## src/rtl/booth_mac_acc_if.sv

```systemverilog
// booth_mac_acc_if
//   Bundles the product stream and the result stream of the Booth MAC
//   accumulator.
//   Handshake rule for both streams: a transfer happens on a rising clk edge
//   where valid and ready are both 1. Valid, once raised, is not withdrawn by
//   the block. The payload fields are only meaningful while valid is 1.
//   Signals:
//     prod_valid/prod_ready/prod_data[15:0]/prod_last : product input stream
//     acc_valid/acc_ready/acc_data[ACC_W-1:0]/acc_count[8:0]/acc_ovf : result stream
//   Modports:
//     slave  : the accumulator (consumes products, produces results)
//     master : the environment (produces products, consumes results)
interface booth_mac_acc_if #(
    parameter int ACC_W = 24
);
    logic             prod_valid;
    logic             prod_ready;
    logic [15:0]      prod_data;
    logic             prod_last;
    logic             acc_valid;
    logic             acc_ready;
    logic [ACC_W-1:0] acc_data;
    logic [8:0]       acc_count;
    logic             acc_ovf;

    modport slave (
        input  prod_valid, prod_data, prod_last, acc_ready,
        output prod_ready, acc_valid, acc_data, acc_count, acc_ovf
    );

    modport master (
        output prod_valid, prod_data, prod_last, acc_ready,
        input  prod_ready, acc_valid, acc_data, acc_count, acc_ovf
    );
endinterface

```

## src/rtl/booth_mac_acc.sv

```systemverilog
// booth_mac_acc
//   Streaming accumulation stage behind the 8x8 Booth multiplier. Signed
//   16-bit products are summed into a per-step saturating ACC_W-bit
//   accumulator. A burst closes on prod_last or when MAX_LEN products have
//   been taken; the registered sum, product count and sticky overflow flag
//   are then held on the result stream until the consumer takes them.
//   Ports:
//     clk       : rising-edge clock
//     rst       : synchronous active-high reset
//     bus       : booth_mac_acc_if.slave (product in, result out)
//     dbg_state : current FSM state (0 = ACC, 1 = OUT)
module booth_mac_acc #(
    parameter int ACC_W   = 24,
    parameter int MAX_LEN = 256
) (
    input  logic                  clk,
    input  logic                  rst,
    booth_mac_acc_if.slave        bus,
    output logic                  dbg_state
);
    typedef enum logic {
        S_ACC = 1'b0,
        S_OUT = 1'b1
    } state_t;

    localparam logic [8:0] MAX_CNT = 9'(MAX_LEN);

    state_t           state;
    state_t           state_nxt;
    logic [ACC_W-1:0] acc;
    logic [8:0]       count;
    logic             ovf;
    logic [ACC_W-1:0] res_data;
    logic [8:0]       res_count;
    logic             res_ovf;

    logic             prod_hs;
    logic             acc_hs;
    logic [ACC_W-1:0] prod_ext;
    logic [ACC_W:0]   sum;
    logic             sat_hi;
    logic             sat_lo;
    logic [ACC_W-1:0] acc_upd;
    logic             ovf_upd;
    logic [8:0]       count_inc;
    logic             burst_end;

    // Sum is one bit wider than the accumulator so the true result of the
    // step is available; the top two bits disagreeing means it left range.
    always_comb begin
        prod_ext  = {{(ACC_W-16){bus.prod_data[15]}}, bus.prod_data};
        sum       = {acc[ACC_W-1], acc} + {prod_ext[ACC_W-1], prod_ext};
        sat_hi    = ~sum[ACC_W] &  sum[ACC_W-1];
        sat_lo    =  sum[ACC_W] & ~sum[ACC_W-1];
        if (sat_hi) begin
            acc_upd = {1'b0, {(ACC_W-1){1'b1}}};
        end else if (sat_lo) begin
            acc_upd = {1'b1, {(ACC_W-1){1'b0}}};
        end else begin
            acc_upd = sum[ACC_W-1:0];
        end
        ovf_upd   = ovf | sat_hi | sat_lo;
        count_inc = count + 9'd1;
    end

    // Next state and stream control.
    always_comb begin
        state_nxt      = state;
        bus.prod_ready = 1'b0;
        bus.acc_valid  = 1'b0;
        prod_hs        = 1'b0;
        acc_hs         = 1'b0;
        burst_end      = 1'b0;
        case (state)
            S_ACC: begin
                bus.prod_ready = 1'b1;
                prod_hs        = bus.prod_valid;
                burst_end      = prod_hs & (bus.prod_last | (count_inc == MAX_CNT));
                if (burst_end) begin
                    state_nxt = S_OUT;
                end
            end
            S_OUT: begin
                bus.acc_valid = 1'b1;
                acc_hs        = bus.acc_ready;
                if (acc_hs) begin
                    state_nxt = S_ACC;
                end
            end
            default: state_nxt = S_ACC;
        endcase
    end

    always_ff @(posedge clk) begin
        if (rst) begin
            state     <= S_ACC;
            acc       <= '0;
            count     <= '0;
            ovf       <= 1'b0;
            res_data  <= '0;
            res_count <= '0;
            res_ovf   <= 1'b0;
        end else begin
            state <= state_nxt;
            if (prod_hs) begin
                acc   <= acc_upd;
                count <= count_inc;
                ovf   <= ovf_upd;
            end
            if (burst_end) begin
                res_data  <= acc_upd;
                res_count <= count_inc;
                res_ovf   <= ovf_upd;
            end
            // Result fields keep their values after consumption; only the
            // running accumulator is cleared for the next burst.
            if (acc_hs) begin
                acc   <= '0;
                count <= '0;
                ovf   <= 1'b0;
            end
        end
    end

    assign bus.acc_data  = res_data;
    assign bus.acc_count = res_count;
    assign bus.acc_ovf   = res_ovf;
    assign dbg_state     = state;
endmodule

```

## src/flat_wrapper.sv

```systemverilog
// flat-port wrapper written by rule: the top's interface ports become plain ports
module booth_mac_acc_flat 
#(
    parameter int ACC_W   = 24,
    parameter int MAX_LEN = 256
)
  (clk, rst, dbg_state, bus_prod_valid, bus_prod_data, bus_prod_last, bus_acc_ready, bus_prod_ready, bus_acc_valid, bus_acc_data, bus_acc_count, bus_acc_ovf);
  booth_mac_acc_if #(.ACC_W(ACC_W)) bus_i ();
  input  logic clk;
  input  logic rst;
  output logic dbg_state;
  input wire logic [$bits(bus_i.prod_valid)-1:0] bus_prod_valid;
  input wire logic [$bits(bus_i.prod_data)-1:0] bus_prod_data;
  input wire logic [$bits(bus_i.prod_last)-1:0] bus_prod_last;
  input wire logic [$bits(bus_i.acc_ready)-1:0] bus_acc_ready;
  output wire logic [$bits(bus_i.prod_ready)-1:0] bus_prod_ready;
  output wire logic [$bits(bus_i.acc_valid)-1:0] bus_acc_valid;
  output wire logic [$bits(bus_i.acc_data)-1:0] bus_acc_data;
  output wire logic [$bits(bus_i.acc_count)-1:0] bus_acc_count;
  output wire logic [$bits(bus_i.acc_ovf)-1:0] bus_acc_ovf;
  assign bus_i.prod_valid = bus_prod_valid;
  assign bus_i.prod_data = bus_prod_data;
  assign bus_i.prod_last = bus_prod_last;
  assign bus_i.acc_ready = bus_acc_ready;
  assign bus_prod_ready = bus_i.prod_ready;
  assign bus_acc_valid = bus_i.acc_valid;
  assign bus_acc_data = bus_i.acc_data;
  assign bus_acc_count = bus_i.acc_count;
  assign bus_acc_ovf = bus_i.acc_ovf;
  booth_mac_acc #(.ACC_W(ACC_W), .MAX_LEN(MAX_LEN)) u_core (.clk(clk), .rst(rst), .bus(bus_i), .dbg_state(dbg_state));
endmodule
```

## config.mk

```make
export PLATFORM = sky130hd
export DESIGN_NAME = booth_mac_acc_flat
export DESIGN_NICKNAME = d
export VERILOG_FILES = /design/src/rtl/booth_mac_acc_if.sv /design/src/rtl/booth_mac_acc.sv /design/src/flat_wrapper.sv
export SDC_FILE = /design/constraint.sdc
export NUM_CORES = 1
export LEC_CHECK = 0
export CAP_MARGIN = 15
export CORE_UTILIZATION = 41
export CTS_CLUSTER_DIAMETER = 200
export CTS_CLUSTER_SIZE = 25
export DETAILED_ROUTE_END_ITERATION = 6
export PLACE_DENSITY = 0.61
export REMOVE_ABC_BUFFERS = 1
export SYNTH_ARGS = -nofsm -noshare
export SYNTH_HDL_FRONTEND = slang
export SYNTH_SLANG_ARGS = --single-unit
```

## constraint.sdc

```tcl
create_clock -name clk -period 2.9 [get_ports clk]
set_clock_uncertainty 0.2 [all_clocks]
set_input_delay 0.435 -clock clk [delete_from_list [all_inputs] [get_ports clk]]
set_output_delay 0.435 -clock clk [all_outputs]
set_load 0.02 [all_outputs]
```

==> results_dict.tcl, run 1 <==
set metrics [dict create \
    status "complete, but fails checks" \
    violations "setup timing" \
    via_count 4362 \
    ir_drop_mv 0.257 \
    power_frac_seq 0.286 \
    drv_slew 0 \
    synthesis.area_sq_um 4100 \
    clock_sinks 69 \
    avgSynthCellArea_sq_um 7.97 \
    routed_wl_mm 13.2 \
    criticalPathCategory "reg -> reg" \
    first_global_vias 4321 \
    cts_max_level 3 \
    p_sw_w 0.00140 \
    switching_share 0.348 \
    ys_seq_elements 69 \
    io_buffers 57 \
    rsz0062_at_grt "true" \
    cts_tree "yes" \
    drtAntennaViolNets 0 \
    fin_ws_ns -0.0198 \
    fin_tns_setup_ns -0.0515 \
    hold_class "reg -> reg" \
    hold_buffers 0 \
    end_kind "flip-flop" \
    setup_viol 4 \
    cpPeakStageDelay_ns 0.36 \
    clock_power_share 0.257 \
    grt_max_degree 30 \
    clkTransAtPathRegs_ns 0.08 \
    hpwl_mm 9.04 \
    synth_edf_count 0 \
    antenna_found_initial 0 \
    die_area_sq_um 10400 \
    fmaxAchievable_mhz 342 \
    yosys-top-cells-area "dfxtp_1, ha_1, nor2_1" \
    netlist_instances 515 \
    syn2layout_area_growth_pct 56.8 \
    synth_cell_types 55 \
    drcViolationCount 0 \
    core.rowCount 36 \
    synthArstFlopShare 0 \
    via_per_inst 5.37 \
    yosysWarnings 0 \
    cpMaxStageDelayCell "dfxtp_2" \
    grt_pass1_wl_mm 20.9 \
    die_h_um 102 \
    cts.root.buffer_cell "clkbuf_8" \
    comb_power_share 0.457 \
    path_buf_inv 5 \
    p_per_area_nw_per_um2 624 \
    ctsLongestPathBuffers 2 \
    hold_viol 0 \
    fin_crit_sh 1.01 \
    n_antenna_cell 0 \
    initial_core_util 0.422 \
    slew_headroom 0.277 \
    min_period_ns 2.92 \
    drive_above_1_share 0.322 \
    core_sq_um 9730 \
    drt_iter0_drc 175 \
    io_pins 58 \
    yosysTopAreaCellShare 0.337 \
    placed_cell_area_sq_um 5500 \
    grt_overflow_total 0 \
    arrival_ns 3.02 \
    nFillCells 824 \
    post-place-ws_ns -0.804 \
    ys.flop_type "dfxtp_1" \
    synth_largest_area_cell "dfxtp_1" \
    avgRoutedWirePerCell_um 16.2 \
    insertion_delay_ns 0.36 \
    die_w_um 102 \
    tightestPinTransition_ns 1.08 \
    synth-seq-area-share 0.337 \
    crit_path_max_fanout 8 \
    cellLeakagePower_nw 2.59 \
    max_cap_viol_count 0 \
    design_area_sq_um 6440 \
    p_int_w 0.00262 \
    crit_path_start_kind "flip-flop" \
    crit_chain "ha_4 > inv_2 > fa_2 > nor2b_4 > o31ai_4 > a31o_1 > a31o_1 > a21o_4 > buf_6 > mux2i_4 > buf_12 > buf_12 > buf_6 > nor3_2 > nor3_2" \
    place.gp.congestion 0.876 \
    first_pass_iters 4 \
    critical_path_required_ns 3.00 \
    grtUsageTotal 0.261 \
    crit_family "compound AO/OA/AOI/OAI gates" \
    final_nets 723 \
    cts_made_buffers 9 \
]
power groups by stage:
stage	Sequential [W]	Clock [W]	Combinational, W
final	0.00115	0.00103	0.00184
after global routing	0.00116	0.00108	0.00198
after CTS	0.00114	0.00104	0.00170
after detailed placement	0.00114	0	0.00148
after global placement	0.00114	0	0.00146
after floorplan	0.00118	0	0.000759
sequential cells by signal, indices dropped and copies added (netlist names):
| signal | count |
|---|---|
| u_core.acc | 24 |
| u_core.bus.acc_data | 24 |
| u_core.bus.acc_count | 9 |
| u_core.count | 9 |
| u_core.bus.acc_ovf | 1 |
| u_core.dbg_state | 1 |
| u_core.ovf | 1 |
through the flow:
step | total power (W) | std cells | hold WS (ns) | util
after detailed placement | 0.00262 | 773 | 0.242 | 0.565
after global placement | 0.00260 | 773 | 0.241 | 0.565
final | 0.00402 | 813 | 0.257 | 0.662
after global routing | 0.00422 | 813 | 0.271 | 0.662
after floorplan | 0.00194 | 487 | 0.229 | -
after CTS | 0.00388 | 811 | 0.254 | 0.641
cell families (layout without fill, tap and decap cells):
group                      Yosys count  in the layout  synth area share
buffers and inverters               37            202            0.0430
adders and majority gates           27             27            0.0841
muxes                                4              4            0.0152
xor gates and xnor gates            32             32            0.0683
and+or+nand+nor                    187            187             0.201
DFF                                 69             69             0.337
AOI/OAI and AO/OA                  159            159             0.252
final timing paths:
| kind | slack (ns) | from | cells after the start | to |
|---|---|---|---|---|
| worst max-delay path | -0.02 | u_core.acc[0] | 15 | u_core.bus.acc_data[13] |
| worst min-delay path | 0.26 | u_core.bus.acc_data[19] | 2 | u_core.bus.acc_data[19] |
| worst max register to register | -0.02 | u_core.acc[0] | 15 | u_core.bus.acc_data[13] |
| worst min register to register | 0.26 | u_core.bus.acc_data[19] | 2 | u_core.bus.acc_data[19] |
metal layers:
| layer | track usage | routed length (um) | up-vias | part of all wire |
|---|---|---|---|---|
| li1 | - | - | 2181 | - |
| met1 | 0.335 | 6060 | 2057 | 0.46 |
| met2 | 0.440 | 6350 | 102 | 0.48 |
| met3 | 0.0349 | 485 | 22 | 0.037 |
| met4 | 0.107 | 269 | 0 | 0.020 |
| met5 | 0 | 0 | - | 0 |
cell usage in the layout, fill, tap and decap left out, drive strengths merged, types with 13 or more instances in the layout:
cell / netlist / routed
buf: 10 / 120
xor2: 16 / 16
clkbuf: 18 / 13
clkdlybuf4s50: 0 / 42
ha: 26 / 26
dfxtp: 69 / 69
o21ai: 43 / 43
xnor2: 16 / 16
a211oi: 31 / 31
nand2: 55 / 55
a21oi: 42 / 42
nor2: 78 / 78
final cells by class:
cell class | instances | area (sq um) | area share
clock buffers | 13 | 169 | 0.0262
clock inverters | 3 | 90.1 | 0.0140
inverters | 9 | 33.8 | 0.00525
multi-input cells | 409 | 2990 | 0.465
flip-flops and latches | 69 | 1390 | 0.216
well taps | 133 | 166 | 0.0259
repair buffers | 177 | 1590 | 0.247
cell usage after synthesis (3+ instances only):
master     n
nand2_1   55
xnor2_1   16
ha_1      26
o21ai_0   40
nor2_1    78
o21a_1     3
nor2b_1    5
or3_1      6
dfxtp_1   69
buf_2      3
nor3_1    10
buf_6      4
nand3_1   11
nand2b_1   4
a21oi_1   42
and3_1     7
clkbuf_1  18
inv_1      9
a311oi_1   7
a211oi_1  29
a31oi_1    7
nand4_1    4
xor2_1    16
o211ai_1   4
repair_timing:
item	in CTS	in global routing
cloned	1	0
pin swaps	37	26
resized for setup	62	54
setup endpoints to repair	48	48
setup buffers	21	3
worst min-delay path: stages, from the launching register on:
cell and delay, ns:
dfxtp_1 0.32, nand2_1 0.05, a21oi_1 0.05
No activity file was read; power rests on OpenSTA's default activity.
==> run 2, diff against run 1 <==
--- a/config.mk
+++ b/config.mk
@@ -6,11 +6,11 @@
 export NUM_CORES = 1
 export LEC_CHECK = 0
 export CAP_MARGIN = 15
-export CORE_UTILIZATION = 41
+export CORE_UTILIZATION = 50
 export CTS_CLUSTER_DIAMETER = 200
 export CTS_CLUSTER_SIZE = 25
 export DETAILED_ROUTE_END_ITERATION = 6
-export PLACE_DENSITY = 0.61
+export PLACE_DENSITY = 0.73
 export REMOVE_ABC_BUFFERS = 1
 export SYNTH_ARGS = -nofsm -noshare
 export SYNTH_HDL_FRONTEND = slang
==> results_dict.tcl, run 2 (synthesis gave the netlist of run 1 again) <==
set metrics [dict create \
    status "complete, no violations" \
    arrival_ns 2.92 \
    path_buf_inv 2 \
    total_power_w 0.00387 \
    syn2layout_area_growth_pct 49.9 \
    final_cell_mix "buf_4, nor2_1, dfxtp_1, nand2_1, clkdlybuf4s50_1" \
    crit_path_max_fanout 5 \
    crit_family "compound AO/OA/AOI/OAI gates" \
    switching_share 0.360 \
    clock_sinks 69 \
    critical_path_required_ns 2.98 \
    ir_drop_mv 0.363 \
    cts_max_level 3 \
    drt_iter0_drc 323 \
    ff2ff_setup_slack_ns 0.06 \
    via_per_inst 5.95 \
    nFillCells 527 \
    drive_above_1_share 0.278 \
    hold_viol 0 \
    core_sq_um 7850 \
    cts.root.buffer_cell "clkbuf_8" \
    cellLeakagePower_nw 2.49 \
    die_w_um 92.6 \
    avgRoutedWirePerCell_um 17.3 \
    routed_wl_mm 13.2 \
    place.gp.congestion 0.938 \
    grt_pass1_wl_mm 20.7 \
    insertion_delay_ns 0.37 \
    criticalPathCategory "reg -> reg" \
    tightestPinTransition_ns 0.992 \
    io_pins 58 \
    via_count 4553 \
    n_antenna_cell 0 \
    rsz0062_at_grt "true" \
    clock_power_share 0.258 \
    antenna_found_initial 0 \
    drv_slew 0 \
    min_period_ns 2.84 \
    grtUsageTotal 0.309 \
    grt_max_degree 32 \
    timing.hold.ws_ns 0.268 \
    seqCellArea_sq_um 1390 \
    die_area_sq_um 8570 \
    cts_made_buffers 9 \
    drcViolationCount 0 \
    crit_chain "ha_4 > nand2_4 > a2111o_1 > a31o_1 > a31o_1 > a21o_4 > buf_12 > mux2i_4 > buf_6 > nor2_1 > a211oi_1" \
    crit_top_cell "a31o_1" \
    grt_overflow_total 0 \
    setup_viol 0 \
    max_cap_viol_count 0 \
    crit_path_start_kind "flip-flop" \
    initial_core_util 0.523 \
    cpMaxStageDelayCell "a2111o_1" \
    multi_input_area_sq_um 2940 \
    clkTransAtPathRegs_ns 0.08 \
    end_kind "flip-flop" \
    die_h_um 92.6 \
    fin_crit_sh 0.981 \
    hold_class "reg -> reg" \
    io_buffers 57 \
    hpwl_mm 8.89 \
    slew_headroom 0.337 \
    layout_commonest_cell "buf_4" \
    p_int_w 0.00247 \
    ctsLongestPathBuffers 2 \
    drtAntennaViolNets 0 \
    p_per_area_nw_per_um2 628 \
    fmaxAchievable_mhz 352 \
    first_global_vias 4395 \
    power_frac_seq 0.297 \
    p_sw_w 0.00139 \
    first_pass_iters 7 \
    cpPeakStageDelay_ns 0.43 \
    comb_power_share 0.444 \
    final_nets 706 \
    core.rowCount 32 \
    cts_tree "yes" \
]
run 2: cell count changes in the layout (fill, tap and decap cells not counted), sizes merged:
cell	before	now
clkdlybuf4s15	1	0
inv	9	11
dlymetal6s2s	2	3
buf	120	103
clkbuf	13	10
clkinv	0	2
clkdlybuf4s50	42	41
run 2: what timing repair did:
| action | in CTS | in global routing |
|---|---|---|
| setup buffers | 7 | 4 |
| gates resized for setup | 56 | 32 |
| pin swaps | 25 | 25 |
| setup endpoints to repair | 47 | 45 |
| hold buffers | 0 | 0 |
| hold endpoints to repair | 0 | 0 |
run 2: worst min-delay path, stage by stage, from the launching register on:
cell,delay (ns)
dfxtp_1,0.32
nand2_1,0.05
a21oi_1,0.05
run 2: final timing paths:
kind | startpoint | endpoint | cells past startpoint
worst min register to register | u_core.bus.acc_count[1] | u_core.bus.acc_count[1] | 2
worst max-delay path | u_core.acc[7] | u_core.acc[6] | 11
worst min-delay path | u_core.bus.acc_count[1] | u_core.bus.acc_count[1] | 2
worst max register to register | u_core.acc[7] | u_core.acc[6] | 11
run 2: area by class of cell:
class,instances,area share
clock buffer,9,0.0201
clock inverter,7,0.0197
inverter,9,0.00549
multi-input combinational,409,0.478
sequential,69,0.226
tap,102,0.0207
timing repair buffer,160,0.230
run 2: power groups by stage:
stage	combinational [W]	sequential (W)	clock, W
finish	0.00172	0.00115	0.000998
global route	0.00184	0.00116	0.00105
CTS	0.00159	0.00114	0.00100
detailed placement	0.00145	0.00114	0
global placement	0.00142	0.00114	0
floorplan	0.000759	0.00118	0
run 2: stage by stage:
| step | cells | area, sq um | setup TNS (ns) | utilization | setup WS, ns |
|---|---|---|---|---|---|
| floorplan | 487 | 3960 | -37.36 | - | -1.11 |
| global placement | 740 | 5430 | -31.10 | 0.692 | -0.749 |
| detailed placement | 740 | 5430 | -34.63 | 0.692 | -0.777 |
| CTS | 763 | 6010 | 0 | 0.766 | 0.00767 |
| global route | 765 | 6150 | -0.602 | 0.784 | -0.0716 |
| finish | 765 | 6150 | 0 | 0.784 | 0.0559 |
run 2: per-layer routing:
metal	global-route usage	routed length [um]	vias to the layer above
met3	0.0509	854	46
li1	-	-	2147
met1	0.392	5610	2153
met5	0	0	-
met2	0.510	6370	207
met4	0.147	385	0
==> RTL change, RTL diff (settings of run 1) <==
`ACC_W` is set to 24 in 3 places; all go to 48.
--- a/src/rtl/booth_mac_acc_if.sv
+++ b/src/rtl/booth_mac_acc_if.sv
@@ -11,7 +11,7 @@
 //     slave  : the accumulator (consumes products, produces results)
 //     master : the environment (produces products, consumes results)
 interface booth_mac_acc_if #(
-    parameter int ACC_W = 24
+    parameter int ACC_W = 48
 );
     logic             prod_valid;
     logic             prod_ready;
--- a/src/rtl/booth_mac_acc.sv
+++ b/src/rtl/booth_mac_acc.sv
@@ -10,7 +10,7 @@
 //     bus       : booth_mac_acc_if.slave (product in, result out)
 //     dbg_state : current FSM state (0 = ACC, 1 = OUT)
 module booth_mac_acc #(
-    parameter int ACC_W   = 24,
+    parameter int ACC_W   = 48,
     parameter int MAX_LEN = 256
 ) (
     input  logic                  clk,
--- a/src/flat_wrapper.sv
+++ b/src/flat_wrapper.sv
@@ -1,7 +1,7 @@
 // flat-port wrapper written by rule: the top's interface ports become plain ports
 module booth_mac_acc_flat 
 #(
-    parameter int ACC_W   = 24,
+    parameter int ACC_W   = 48,
     parameter int MAX_LEN = 256
 )
   (clk, rst, dbg_state, bus_prod_valid, bus_prod_data, bus_prod_last, bus_acc_ready, bus_prod_ready, bus_acc_valid, bus_acc_data, bus_acc_count, bus_acc_ovf);
Interface: changed (resized bus_acc_data); port bits go from 58 to 82. The function was not compared with the original's and may differ.
==> RTL change against run 1 <==
  * Power is 100% higher
  * Synthesized cell count is 78% higher
  * Maximum frequency is 9.6% lower
  * Cell area is 85% higher
  * Worst setup slack worse by 0.31 ns
  * Largest cell class unchanged
  * Final cell count is 78% higher
  * Critical path type unchanged
  * Non-clock buffer count is 147 higher
  * Area after synthesis is 76% higher
  * Hold slack worse by 0.014 ns
  * Wire length is 95% higher
  * Die area is 74% higher
  * The flow still finishes with violations (setup timing)
  * Sequential cell count is 48 higher
  * Sequential power is 72% higher
==> RTL change: results (changes against run 1) <==
----------------------------------------------------
[Status]
  Status ... finished with violations (unchanged)
  Failing checks ... setup timing (unchanged)

[Global routing]
  Total global routing track utilization ... 0.292 (was 0.261)
  Global-route wire length before repair ... 41.0 mm (was 20.9 mm)
  Largest net degree at the start of global routing ... 33 (was 30)

[Timing]
  Final setup violating endpoints ... 96 (was 4)
  Pin slew with the least headroom to its limit ... 0.673 ns (was 1.08 ns)
  Min setup slack post-route ... -0.328 ns (was -0.0198 ns)

[Yosys]
  Top area cells in the synthesized netlist ... sky130_fd_sc_hd__dfxtp_1 (32%), sky130_fd_sc_hd__ha_1 (8.7%), sky130_fd_sc_hd__o21ai_0 (7.1%) (was sky130_fd_sc_hd__dfxtp_1 (34%), sky130_fd_sc_hd__ha_1 (7.9%), sky130_fd_sc_hd__nor2_1 (7.1%))
  Sequential element share of the synthesized area ... 0.325 (was 0.337)
  Commonest cells in the synthesized netlist ... sky130_fd_sc_hd__nand2_1 (119), sky130_fd_sc_hd__dfxtp_1 (117), sky130_fd_sc_hd__o21ai_0 (103), sky130_fd_sc_hd__nor2_1 (98), sky130_fd_sc_hd__a21oi_1 (83) (was sky130_fd_sc_hd__nor2_1 (78), sky130_fd_sc_hd__dfxtp_1 (69), sky130_fd_sc_hd__nand2_1 (55), sky130_fd_sc_hd__a21oi_1 (42), sky130_fd_sc_hd__o21ai_0 (40))
  Distinct cells, synth ... 69 (was 55)

[Layout]
  Seq cells ... 117 (was 69)
  Area taken by multi-input logic gates ... 5720 um2 (was 2990 um2)
  Layout cell share with drive strength beyond 1 ... 0.399 (was 0.322)
  Total number of nets in the final design ... 1278 (was 723)
  Count of inverters not on the clock network in the layout ... 23 (was 9)
  Final-layout fill cell count ... 1317 (was 824)
  Fraction of area in non-clock buffers ... 0.237 (was 0.247)
  Buffer count excluding the clock tree in the final layout ... 324 (was 177)

[Worst setup path]
  Largest stage delay on the critical path ... 0.42 ns (was 0.36 ns)
  Crit path DAT ... 3.36 ns (was 3.02 ns)
  Slowest stage cell on the critical path ... sky130_fd_sc_hd__a2111oi_4 (was sky130_fd_sc_hd__dfxtp_2)
  Largest driver fanout on the critical path ... 4 (was 8)

[CTS]
  Post-CTS clock slew at the launch and capture registers of the worst setup and hold paths ... 0.06 ns (was 0.08 ns)
  Clock root cell ... sky130_fd_sc_hd__clkbuf_16 (was sky130_fd_sc_hd__clkbuf_8)
  TritonCTS buffer count ... 17 (was 9)
  Clock H-tree levels ... 4 (was 3)

[Placed design]
  Input/output buffers ... 81 (was 57)
  Worst slack, placed ... -1.32 ns (was -0.804 ns)
  HPWL after detailed placement ... 16.8 mm (was 9.04 mm)
  Routability-driven placement congestion ratio ... 0.877 (was 0.876)

[Power]
  Switching Share ... 0.370 (was 0.348)
  Static power due to leakage ... 0.00478 uW (was 0.00259 uW)
  VDD IR max ... 503 uV (was 257 uV)

[Worst hold path]
  Endpoint with the worst hold slack ... u_core.bus.acc_data[17] (was u_core.bus.acc_data[19])

[Routing]
  Vias/cell ... 5.51 (was 5.37)

----------------------------------------------------
## RTL change: changes by cell type after synthesis, sizes merged, moves of 15 or more
| cell | run 1 | this run |
|---|---|---|
| nor2 | 78 | 99 |
| a21o | 3 | 18 |
| a21oi | 42 | 89 |
| clkbuf | 18 | 38 |
| dfxtp | 69 | 117 |
| nand2 | 55 | 119 |
| a22o | 0 | 15 |
| o21ai | 43 | 110 |
| xnor2 | 16 | 37 |
| ha | 26 | 50 |
## RTL change: cells by family (layout without fill, tap and decap cells)
group,count (synthesis),in the layout,share of synthesized area
compound gates,316,316,0.281
xor+xnor,58,58,0.0704
fa+ha+maj,59,59,0.101
buf+inv,75,379,0.0458
flops,117,117,0.325
mux,2,2,0.00330
simple gates,288,288,0.174
## RTL change: stage by stage
| step | util | setup TNS (ns) | std cells | hold slack (ns) | cell area, um2 |
|---|---|---|---|---|---|
| final | 0.690 | -20.44 | 1444 | 0.242 | 11900 |
| after floorplan | - | -99.57 | 863 | 0.229 | 6970 |
| after CTS | 0.674 | -25.63 | 1439 | 0.247 | 11600 |
| after global placement | 0.562 | -111.32 | 1375 | 0.236 | 9690 |
| after detailed placement | 0.562 | -115.28 | 1375 | 0.243 | 9690 |
| after global routing | 0.690 | -33.99 | 1444 | 0.266 | 11900 |
## RTL change: power by group through the flow
stage / Clock, uW / Sequential [uW] / Combinational, uW
final: 2250 / 1980 / 3820
after global routing: 2340 / 2000 / 4100
after CTS: 2250 / 1970 / 3590
after detailed placement: 0 / 1970 / 2880
after global placement: 0 / 1960 / 2870
after floorplan: 0 / 2030 / 1470
## RTL change: per-layer routing
layer	up-vias	wire length, um	track usage	part of all wire
met2	220	11900	0.471	0.46
met4	0	800	0.119	0.031
met1	3808	11900	0.391	0.46
met5	-	0	0	0
li1	3869	-	-	-
met3	54	1130	0.0405	0.044
